**config.mk**
```make
export PLATFORM = sky130hd
export DESIGN_NAME = mc_control
export DESIGN_NICKNAME = d
export VERILOG_FILES = /design/src/rtl/mc_control_pkg.sv /design/src/rtl/mc_wait_counter.sv /design/src/rtl/mc_control.sv
export SDC_FILE = /design/constraint.sdc
export NUM_CORES = 1
export LEC_CHECK = 0
export CAP_MARGIN = 20
export CELL_PAD_IN_SITES_DETAIL_PLACEMENT = 1
export CELL_PAD_IN_SITES_GLOBAL_PLACEMENT = 2
export CORE_UTILIZATION = 25
export CTS_BUF_LIST = sky130_fd_sc_hd__clkbuf_8
export CTS_CLUSTER_SIZE = 28
export DETAILED_ROUTE_END_ITERATION = 10
export PLACE_DENSITY = 0.77
export SYNTH_ARGS = -nofsm -noshare
export SYNTH_HDL_FRONTEND = slang
export SYNTH_SLANG_ARGS = --single-unit
```
**constraint.sdc**
```tcl
create_clock -name clk -period 2 [get_ports clk]
set_clock_uncertainty 0.05 [all_clocks]
set_input_delay 0.4 -clock clk [delete_from_list [all_inputs] [get_ports clk]]
set_output_delay 0.4 -clock clk [all_outputs]
set_load 0.02 [all_outputs]
```
**src/rtl/mc_control_pkg.sv**
```systemverilog
// Shared encodings for the multi-cycle MIPS controller: state codes, opcodes, select values.
// Constants only; no timing or flow control of its own.
package mc_control_pkg;

    localparam logic [3:0] ST_FETCH  = 4'd0;
    localparam logic [3:0] ST_DECODE = 4'd1;
    localparam logic [3:0] ST_MEMADR = 4'd2;
    localparam logic [3:0] ST_MEMRD  = 4'd3;
    localparam logic [3:0] ST_MEMWB  = 4'd4;
    localparam logic [3:0] ST_MEMWR  = 4'd5;
    localparam logic [3:0] ST_EXEC   = 4'd6;
    localparam logic [3:0] ST_RWB    = 4'd7;
    localparam logic [3:0] ST_BRANCH = 4'd8;
    localparam logic [3:0] ST_IMMEX  = 4'd9;
    localparam logic [3:0] ST_IMMWB  = 4'd10;
    localparam logic [3:0] ST_JUMP   = 4'd11;

    typedef enum logic [3:0] {
        S_FETCH  = ST_FETCH,
        S_DECODE = ST_DECODE,
        S_MEMADR = ST_MEMADR,
        S_MEMRD  = ST_MEMRD,
        S_MEMWB  = ST_MEMWB,
        S_MEMWR  = ST_MEMWR,
        S_EXEC   = ST_EXEC,
        S_RWB    = ST_RWB,
        S_BRANCH = ST_BRANCH,
        S_IMMEX  = ST_IMMEX,
        S_IMMWB  = ST_IMMWB,
        S_JUMP   = ST_JUMP
    } state_e;

    localparam logic [5:0] OP_RTYPE = 6'h00;
    localparam logic [5:0] OP_J     = 6'h02;
    localparam logic [5:0] OP_BEQ   = 6'h04;
    localparam logic [5:0] OP_ADDI  = 6'h08;
    localparam logic [5:0] OP_LH    = 6'h21;
    localparam logic [5:0] OP_LW    = 6'h23;
    localparam logic [5:0] OP_LHU   = 6'h25;
    localparam logic [5:0] OP_SW    = 6'h2B;

    localparam logic [1:0] ALUOP_ADD   = 2'd0;
    localparam logic [1:0] ALUOP_SUB   = 2'd1;
    localparam logic [1:0] ALUOP_FUNCT = 2'd2;

    localparam logic [1:0] SRCB_REG     = 2'd0;
    localparam logic [1:0] SRCB_FOUR    = 2'd1;
    localparam logic [1:0] SRCB_IMM     = 2'd2;
    localparam logic [1:0] SRCB_IMM_SH2 = 2'd3;

    localparam logic [1:0] PCSRC_ALU    = 2'd0;
    localparam logic [1:0] PCSRC_ALUOUT = 2'd1;
    localparam logic [1:0] PCSRC_JUMP   = 2'd2;

    function automatic logic is_mem_op(input logic [5:0] op);
        return (op == OP_LW) || (op == OP_SW) || (op == OP_LH) || (op == OP_LHU);
    endfunction

endpackage

```
**src/rtl/mc_wait_counter.sv**
```systemverilog
// Memory wait-state counter shared by FETCH/MEMRD/MEMWR; done on the last held cycle.
// Counts only while enabled, clears on done, clear or reset; no backpressure.
module mc_wait_counter #(
    parameter int CNT_W = 4,
    parameter int LIMIT = 1
) (
    input  logic clk_i,
    input  logic rst_i,
    input  logic en_i,
    input  logic clr_i,
    output logic done_o
);

    logic [CNT_W-1:0] cnt_q, cnt_d;

    assign done_o = (cnt_q == CNT_W'(LIMIT - 1));

    always_comb begin
        cnt_d = cnt_q;
        if (clr_i) begin
            cnt_d = '0;
        end else if (en_i) begin
            cnt_d = done_o ? '0 : cnt_q + CNT_W'(1);
        end
    end

    always_ff @(posedge clk_i) begin
        if (rst_i) begin
            cnt_q <= '0;
        end else begin
            cnt_q <= cnt_d;
        end
    end

endmodule

```
**src/rtl/mc_control.sv**
```systemverilog
// Moore FSM sequencing a multi-cycle MIPS datapath, one state's selects/enables at a time.
// Memory states hold MEM_LATENCY cycles; Illegal is the only output that looks at Opcode directly.
module mc_control
    import mc_control_pkg::*;
#(
    parameter int OPCODE_W    = 6,
    parameter int ALUOP_W     = 2,
    parameter int MEM_LATENCY = 1,
    parameter int CNT_W       = 4
) (
    input  logic                clk,
    input  logic                rst,
    input  logic [OPCODE_W-1:0] Opcode,
    output logic                PCWrite,
    output logic                PCWriteCond,
    output logic                IorD,
    output logic                MemRead,
    output logic                MemWrite,
    output logic                IRWrite,
    output logic                MemtoReg,
    output logic                RegDst,
    output logic                RegWrite,
    output logic                ALUSrcA,
    output logic [1:0]          ALUSrcB,
    output logic [ALUOP_W-1:0]  ALUOp,
    output logic [1:0]          PCSource,
    output logic                LoadHalf,
    output logic                LoadUnsigned,
    output logic                Illegal,
    output logic [3:0]          State
);

    state_e     state_q, state_d;
    logic [5:0] opcode_q, opcode_d;
    logic       half_q, half_d;
    logic       uns_q, uns_d;
    logic       wait_en;
    logic       wait_done;
    logic [5:0] op_in;

    assign op_in = 6'(Opcode);
    assign wait_en = (state_q == S_FETCH) || (state_q == S_MEMRD) || (state_q == S_MEMWR);

    mc_wait_counter #(
        .CNT_W (CNT_W),
        .LIMIT (MEM_LATENCY)
    ) u_wait (
        .clk_i  (clk),
        .rst_i  (rst),
        .en_i   (wait_en),
        .clr_i  (!wait_en),
        .done_o (wait_done)
    );

    always_comb begin
        state_d     = state_q;
        opcode_d    = opcode_q;
        half_d      = half_q;
        uns_d       = uns_q;
        PCWrite     = 1'b0;
        PCWriteCond = 1'b0;
        IorD        = 1'b0;
        MemRead     = 1'b0;
        MemWrite    = 1'b0;
        IRWrite     = 1'b0;
        MemtoReg    = 1'b1;
        RegDst      = 1'b0;
        RegWrite    = 1'b0;
        ALUSrcA     = 1'b0;
        ALUSrcB     = SRCB_REG;
        ALUOp       = ALUOP_W'(ALUOP_ADD);
        PCSource    = PCSRC_ALU;
        Illegal     = 1'b0;

        case (state_q)
            S_FETCH: begin
                MemRead = 1'b1;
                ALUSrcB = SRCB_FOUR;
                if (wait_done) begin
                    IRWrite = 1'b1;
                    PCWrite = 1'b1;
                    state_d = S_DECODE;
                end
            end
            S_DECODE: begin
                ALUSrcB  = SRCB_IMM_SH2;
                opcode_d = op_in;
                half_d   = (op_in == OP_LH) || (op_in == OP_LHU);
                uns_d    = (op_in == OP_LHU);
                if (op_in == OP_RTYPE)      state_d = S_EXEC;
                else if (is_mem_op(op_in))  state_d = S_MEMADR;
                else if (op_in == OP_BEQ)   state_d = S_BRANCH;
                else if (op_in == OP_ADDI)  state_d = S_IMMEX;
                else if (op_in == OP_J)     state_d = S_JUMP;
                else begin
                    Illegal = 1'b1;
                    state_d = S_FETCH;
                end
            end
            S_MEMADR: begin
                ALUSrcA = 1'b1;
                ALUSrcB = SRCB_IMM;
                // Direction comes from the opcode captured in DECODE, not the live IR field.
                state_d = (opcode_q == OP_SW) ? S_MEMWR : S_MEMRD;
            end
            S_MEMRD: begin
                MemRead = 1'b1;
                IorD    = 1'b1;
                if (wait_done) state_d = S_MEMWB;
            end
            S_MEMWB: begin
                RegWrite = 1'b1;
                MemtoReg = 1'b0;
                state_d  = S_FETCH;
            end
            S_MEMWR: begin
                MemWrite = 1'b1;
                IorD     = 1'b1;
                if (wait_done) state_d = S_FETCH;
            end
            S_EXEC: begin
                ALUSrcA = 1'b1;
                ALUOp   = ALUOP_W'(ALUOP_FUNCT);
                state_d = S_RWB;
            end
            S_RWB: begin
                RegWrite = 1'b1;
                RegDst   = 1'b1;
                state_d  = S_FETCH;
            end
            S_BRANCH: begin
                ALUSrcA     = 1'b1;
                ALUOp       = ALUOP_W'(ALUOP_SUB);
                PCWriteCond = 1'b1;
                PCSource    = PCSRC_ALUOUT;
                state_d     = S_FETCH;
            end
            S_IMMEX: begin
                ALUSrcA = 1'b1;
                ALUSrcB = SRCB_IMM;
                state_d = S_IMMWB;
            end
            S_IMMWB: begin
                RegWrite = 1'b1;
                state_d  = S_FETCH;
            end
            S_JUMP: begin
                PCWrite  = 1'b1;
                PCSource = PCSRC_JUMP;
                state_d  = S_FETCH;
            end
            default: state_d = S_FETCH;
        endcase
    end

    always_ff @(posedge clk) begin
        if (rst) begin
            state_q  <= S_FETCH;
            opcode_q <= '0;
            half_q   <= 1'b0;
            uns_q    <= 1'b0;
        end else begin
            state_q  <= state_d;
            opcode_q <= opcode_d;
            half_q   <= half_d;
            uns_q    <= uns_d;
        end
    end

    assign LoadHalf     = half_q;
    assign LoadUnsigned = uns_q;
    assign State        = state_q;

endmodule

```
---- Yosys cells after proc, flatten, opt, wreduce, memory -nomap -nowiden ----
Index checks and enable logic that the tools add are counted.
word-level totals
  register bits ........................... 16
  input port bits ......................... 8
  output and inout port bits .............. 23
  word-level logic and storage cells ...... 75
operators by class
  add/subtract/negate cells ............... 1
  eq/ne operators ......................... 22
  muxes and demuxes ....................... 30
  bitwise gates (word level) .............. 1
  reduce and logical (&&, ||, !) cells .... 16
operators with widths
  cell                                                   number
  two-way mux 4 bit                                      8
  equality test 6 bit, second input constant             5
  one-hot mux 4 bit (7 select lines)                     1
  equality test 4 x 3 -> 1 bit, second input constant    4
  equality test 4 bit, second input constant             4
  two-way mux 1 bit                                      16
  equality test 4 x 2 -> 1 bit, second input constant    2
  zero test 4 bit                                        2
  one-hot mux 2 bit (2 select lines)                     2
  equality test 6 x 2 -> 1 bit, second input constant    1
  equality test 6 x 3 -> 1 bit, second input constant    1
  equality test 6 x 4 -> 1 bit, second input constant    1
  zero test 6 bit                                        1
  logical OR 1 bit                                       6
  inequality test 2 x 1 -> 1 bit, second input constant  3
  one-hot mux 2 bit (3 select lines)                     1
  OR reduction 2 bit                                     3
  OR reduction 3 bit                                     2
  adder 4 x 1 -> 4 bit, second input constant            1
  equality test 4 x 1 -> 1 bit, second input constant    1
  OR reduction 4 bit                                     1
  two-way mux 3 bit                                      1
  AND reduction 3 bit                                    1
  one-hot mux 1 bit (2 select lines)                     1
  NOT 1 bit                                              1

---- Longest topological paths before layout ----
  word-level depth ........................ 7
  depth in mapped cells ................... 6
  gate-level depth less buffers ........... 6

---- Cells and area by module ----
Synthesis repeated with hierarchy kept, for this count alone.
unflattened totals
  cells, all modules ...................... 152
  area, all modules ....................... 1,091.0 um^2
by module, submodules not included
  module           times used  cells each  area an instance (um^2)
  mc_control       1           132         894.6
  mc_wait_counter  1           20          196.4

---- Worst setup path before layout ----
Ideal clock, no wire load.
  path type ............................... reg2out
  from .................................... register state_q[3], in the netlist State[3]
  to ...................................... output PCSource[0]
  arrival time ............................ 1.844 ns
  setup slack ............................. -0.294 ns
  cell stages (with the launch flop) ...... 6
  buffers on the path ..................... 3
  cell sequence ........................... dfxtp_1 > clkbuf_1 > clkbuf_1 > nand2_1 > nor3_1 > buf_4
on the way
  longest elaborated chain between the ends .. 2
RTL lines
  what                                  RTL line           source
  start, declared                       mc_control.sv:33   state_e state_q, state_d;
  start signal, assigned                mc_control.sv:163  state_q <= state_d;
  equality test 4 bit                   mc_control.sv:75   case (state_q)
  one-hot mux 2 bit (2 select lines) *  mc_control.sv:75
  end, declared                         mc_control.sv:26   output logic [1:0] PCSource,
Mark *: on every way between the ends. The rest lies on a longest branch, timed or not.

---- Worst setup path in the final report ----
  from .................................... input Opcode[1]
  to ...................................... output Illegal
on the way
  longest elaborated chain between the ends .. 7
RTL lines
  what                                                                 RTL line                                source
  start, declared                                                      mc_control.sv:13                        input logic [OPCODE_W-1:0] Opcode,
  equality test 6 x 2 -> 1 bit or equality test 6 bit (tied branches)  mc_control.sv:94, mc_control_pkg.sv:56
  two-way mux 1 bit or logical OR 1 bit (tied branches)                mc_control.sv:94, mc_control_pkg.sv:56
  two-way mux 1 bit or logical OR 1 bit (tied branches)                mc_control.sv:93, mc_control_pkg.sv:56
  two-way mux 1 bit or logical OR 1 bit (tied branches)                mc_control.sv:92, mc_control_pkg.sv:56
  two-way mux 1 bit                                                    mc_control.sv:91                        else if (is_mem_op(op_in)) state_d = S_MEMADR;
  two-way mux 1 bit *                                                  mc_control.sv:90                        if (op_in == OP_RTYPE) state_d = S_EXEC;
  two-way mux 1 bit *                                                  mc_control.sv:75
  end, declared                                                        mc_control.sv:29                        output logic Illegal,
Marks and branches as above.

==> results.py <==
metrics = {
    "sta": {
        "fmax_mhz": 497,
        "finalMaxSlewViolations": 0,
        "finalHoldViolCount": 0,
        "slew_headroom_pct": 65.4,
        "rsz0062_at_grt": "true",
        "worst_pin_slew_ns": 0.512,
        "fin_ws_ns": -0.0109,
        "period_share_pct": 101,
        "finalSetupViolCount": 1,
        "tns_ns": -0.0109,
        "finalCriticalPeriod_ns": 2.01,
    },
    "drt": {
        "drc": 0,
        "vias": 1160,
        "drtPass1Iterations": 4,
        "detail_route.vias_per_cell": 4.79,
        "wl_per_cell_um": 14.0,
        "first_iter_violations": 33,
        "wl_um": 3390,
        "ant_nets": 0,
    },
    "synthesis": {
        "ys_ff_latch": 16,
        "syn-cell-area_um2": 976,
        "yosysTopAreaCell": "dfxtp_1",
        "synth-warning-count": 0,
        "synthTopCellsByArea": "dfxtp_1 (33%), nand2_1 (7.3%), a21oi_1 (6.2%)",
        "syn-num-nets": 142,
        "syn-instance-count": 132,
        "synth_seq_area_share_pct": 32.8,
        "synth_edf_count": 0,
        "synth-async-reset-ratio_pct": 0,
        "yosys.area.top_type_share_pct": 32.8,
        "synth_cell_type_count": 41,
        "syn-mean-instance-area_um2": 7.39,
        "ys.flop_type": "dfxtp_1",
    },
    "floorplan": {
        "die_width_um": 64.5,
        "row_count": 22,
        "io_pins": 31,
        "initial_core_util_pct": 26.3,
        "die-area_um2": 4160,
        "chipHeight_um": 64.5,
        "fp.coreArea_um2": 3720,
    },
    "place": {
        "hpwl_um": 2720,
        "gp_congestion": 0.866,
        "place_ws_ns": -0.759,
        "place_area_um2": 1590,
        "port_buffers": 30,
    },
    "final_layout": {
        "register_area_um2": 327,
        "area_growth_syn_to_layout_pct": 67.1,
        "antenna_cells": 0,
        "final_util_pct": 43.9,
        "finish.net_count": 206,
        "drive_above_1_share_pct": 34.0,
        "multiInputGateArea_um2": 623,
        "final_area_um2": 1630,
        "fillers": 463,
    },
    "global_route": {
        "grt_max_degree": 11,
        "grt_pass1_wl_um": 5610,
        "antenna_found_initial": 0,
        "grt_pass1_vias": 1237,
        "grt_use_total_pct": 17.3,
        "gr-total-overflow": 0,
    },
    "cts": {
        "htreeDepth": 1,
        "clock_latency_ns": 0.25,
        "ctsRootBufferMaster": "clkbuf_8",
        "clock_path_buffers": 2,
        "cts_buffers": 3,
        "cts_sinks": 16,
        "ctsHoldBuffers": 0,
        "cts_tree": "built",
        "clk_pin_slew_ns": 0.06,
    },
    "power_and_ir_drop": {
        "p_leak_nw": 0.723,
        "max-vdd-ir-drop_mv": 0.198,
        "p_per_area_nw_per_um2": 487,
    },
    "worst_hold_path": {
        "hold_class": "reg -> reg",
    },
    "worst_setup_path": {
        "cp_max_fo": 2,
        "cp-end-kind": "output pin",
        "path_class": "in -> out",
        "cp-start-kind": "input port",
        "cp.arrival_ns": 1.56,
        "crit_required_ns": 1.55,
    },
    "outcome": {
        "status": "complete, but fails checks",
        "violations": "setup timing",
    },
    "flow_run": {
        "cap_violations": 0,
    },
}
-- placed cells by master (no fill, tap or decap), types with 2 or more instances in the layout --
| cell | count |
|---|---|
| o21ai_0 | 2 |
| a21oi_1 | 11 |
| nand3_1 | 3 |
| inv_1 | 6 |
| buf_4 | 39 |
| clkdlybuf4s15_1 | 2 |
| dfxtp_2 | 5 |
| xor2_1 | 3 |
| buf_2 | 2 |
| nor2_1 | 14 |
| or3_1 | 4 |
| a211oi_1 | 2 |
| nor4b_1 | 2 |
| nor3_2 | 2 |
| nor3_1 | 9 |
| clkbuf_8 | 3 |
| clkbuf_2 | 4 |
| buf_6 | 3 |
| dfxtp_1 | 11 |
| clkdlybuf4s50_1 | 8 |
| dlygate4sd2_1 | 10 |
| nand2_1 | 19 |
-- cells by family (layout without fill, tap and decap cells) --
group | count (synthesis) | after routing | synth area share (%)
and+or+nand+nor | 67 | 67 | 36.0
AOI/OAI and AO/OA | 26 | 26 | 17.2
DFF | 16 | 16 | 32.8
buffers and inverters | 16 | 78 | 6.92
xor gates and xnor gates | 5 | 5 | 4.49
adders and majority gates | 2 | 2 | 2.56
-- state kept, by name, summed over array words and instances (netlist names) --
signal and cells:
LoadHalf 1, opcode_q 6, LoadUnsigned 1, u_wait.cnt_q 4, State 4
-- cell type report --
class | count | area share, %
clock buffers | 3 | 2.53
inverters | 6 | 1.38
multi-input cells | 100 | 38.2
flip-flops and latches | 16 | 20.0
well taps | 48 | 3.68
repair buffers | 69 | 34.2
-- report_power, final --
part           total [mW]  switching (mW)  internal, mW
clock network       0.238           0.105         0.133
registers           0.342          0.0111         0.331
logic               0.214           0.110         0.104
total               0.794           0.226         0.569
-- per-layer routing --
metal / share of wire (%) / wire, µm / GRT usage (%)
met1: 44 / 1510 / 20.8
met5: 0 / 0 / 0
met4: 1.4 / 48 / 5.28
met3: 2.5 / 86 / 3.52
met2: 52 / 1750 / 30.7
-- worst max-delay path, cell delays in order --
cell and delay, ns:
buf_6 0.09, or4_4 0.53, a21oi_2 0.13, a31oi_1 0.05, o211a_1 0.22, buf_6 0.13
-- stage by stage --
stage	power [mW]	instances	hold WS (ns)
after floorplan	0.442	132	0.380
after detailed placement	0.569	239	0.405
after global routing	0.839	242	0.438
after CTS	0.806	241	0.413
after global placement	0.562	239	0.390
final	0.794	242	0.406
-- cell usage after synthesis, types with 2 or more instances --
cell / number
buf_2: 3
dfxtp_1: 16
ha_1: 2
clkbuf_1: 6
and3_1: 2
nand2_1: 19
a21oi_1: 12
a211oi_1: 2
nor2_1: 14
nor4b_1: 2
or3_1: 4
o21ai_0: 2
xor2_1: 4
nand3_1: 3
nor3_1: 10
inv_1: 6
-- path summary, 6_finish.rpt --
path                 from           end  slack [ns]  depth (start not counted)
max             Opcode[1]       Illegal       -0.01                          6
min          LoadUnsigned  LoadUnsigned        0.41                          2
max reg2reg      State[2]      State[2]        0.34                          5
min reg2reg  LoadUnsigned  LoadUnsigned        0.41                          2
-- what timing repair did --
item                       in CTS  in global routing
resized for setup              50                 14
buffers inserted                0                  1
setup endpoints to repair      20                  7
pin swaps                       5                  3
No activity file was read; power rests on OpenSTA's default activity.
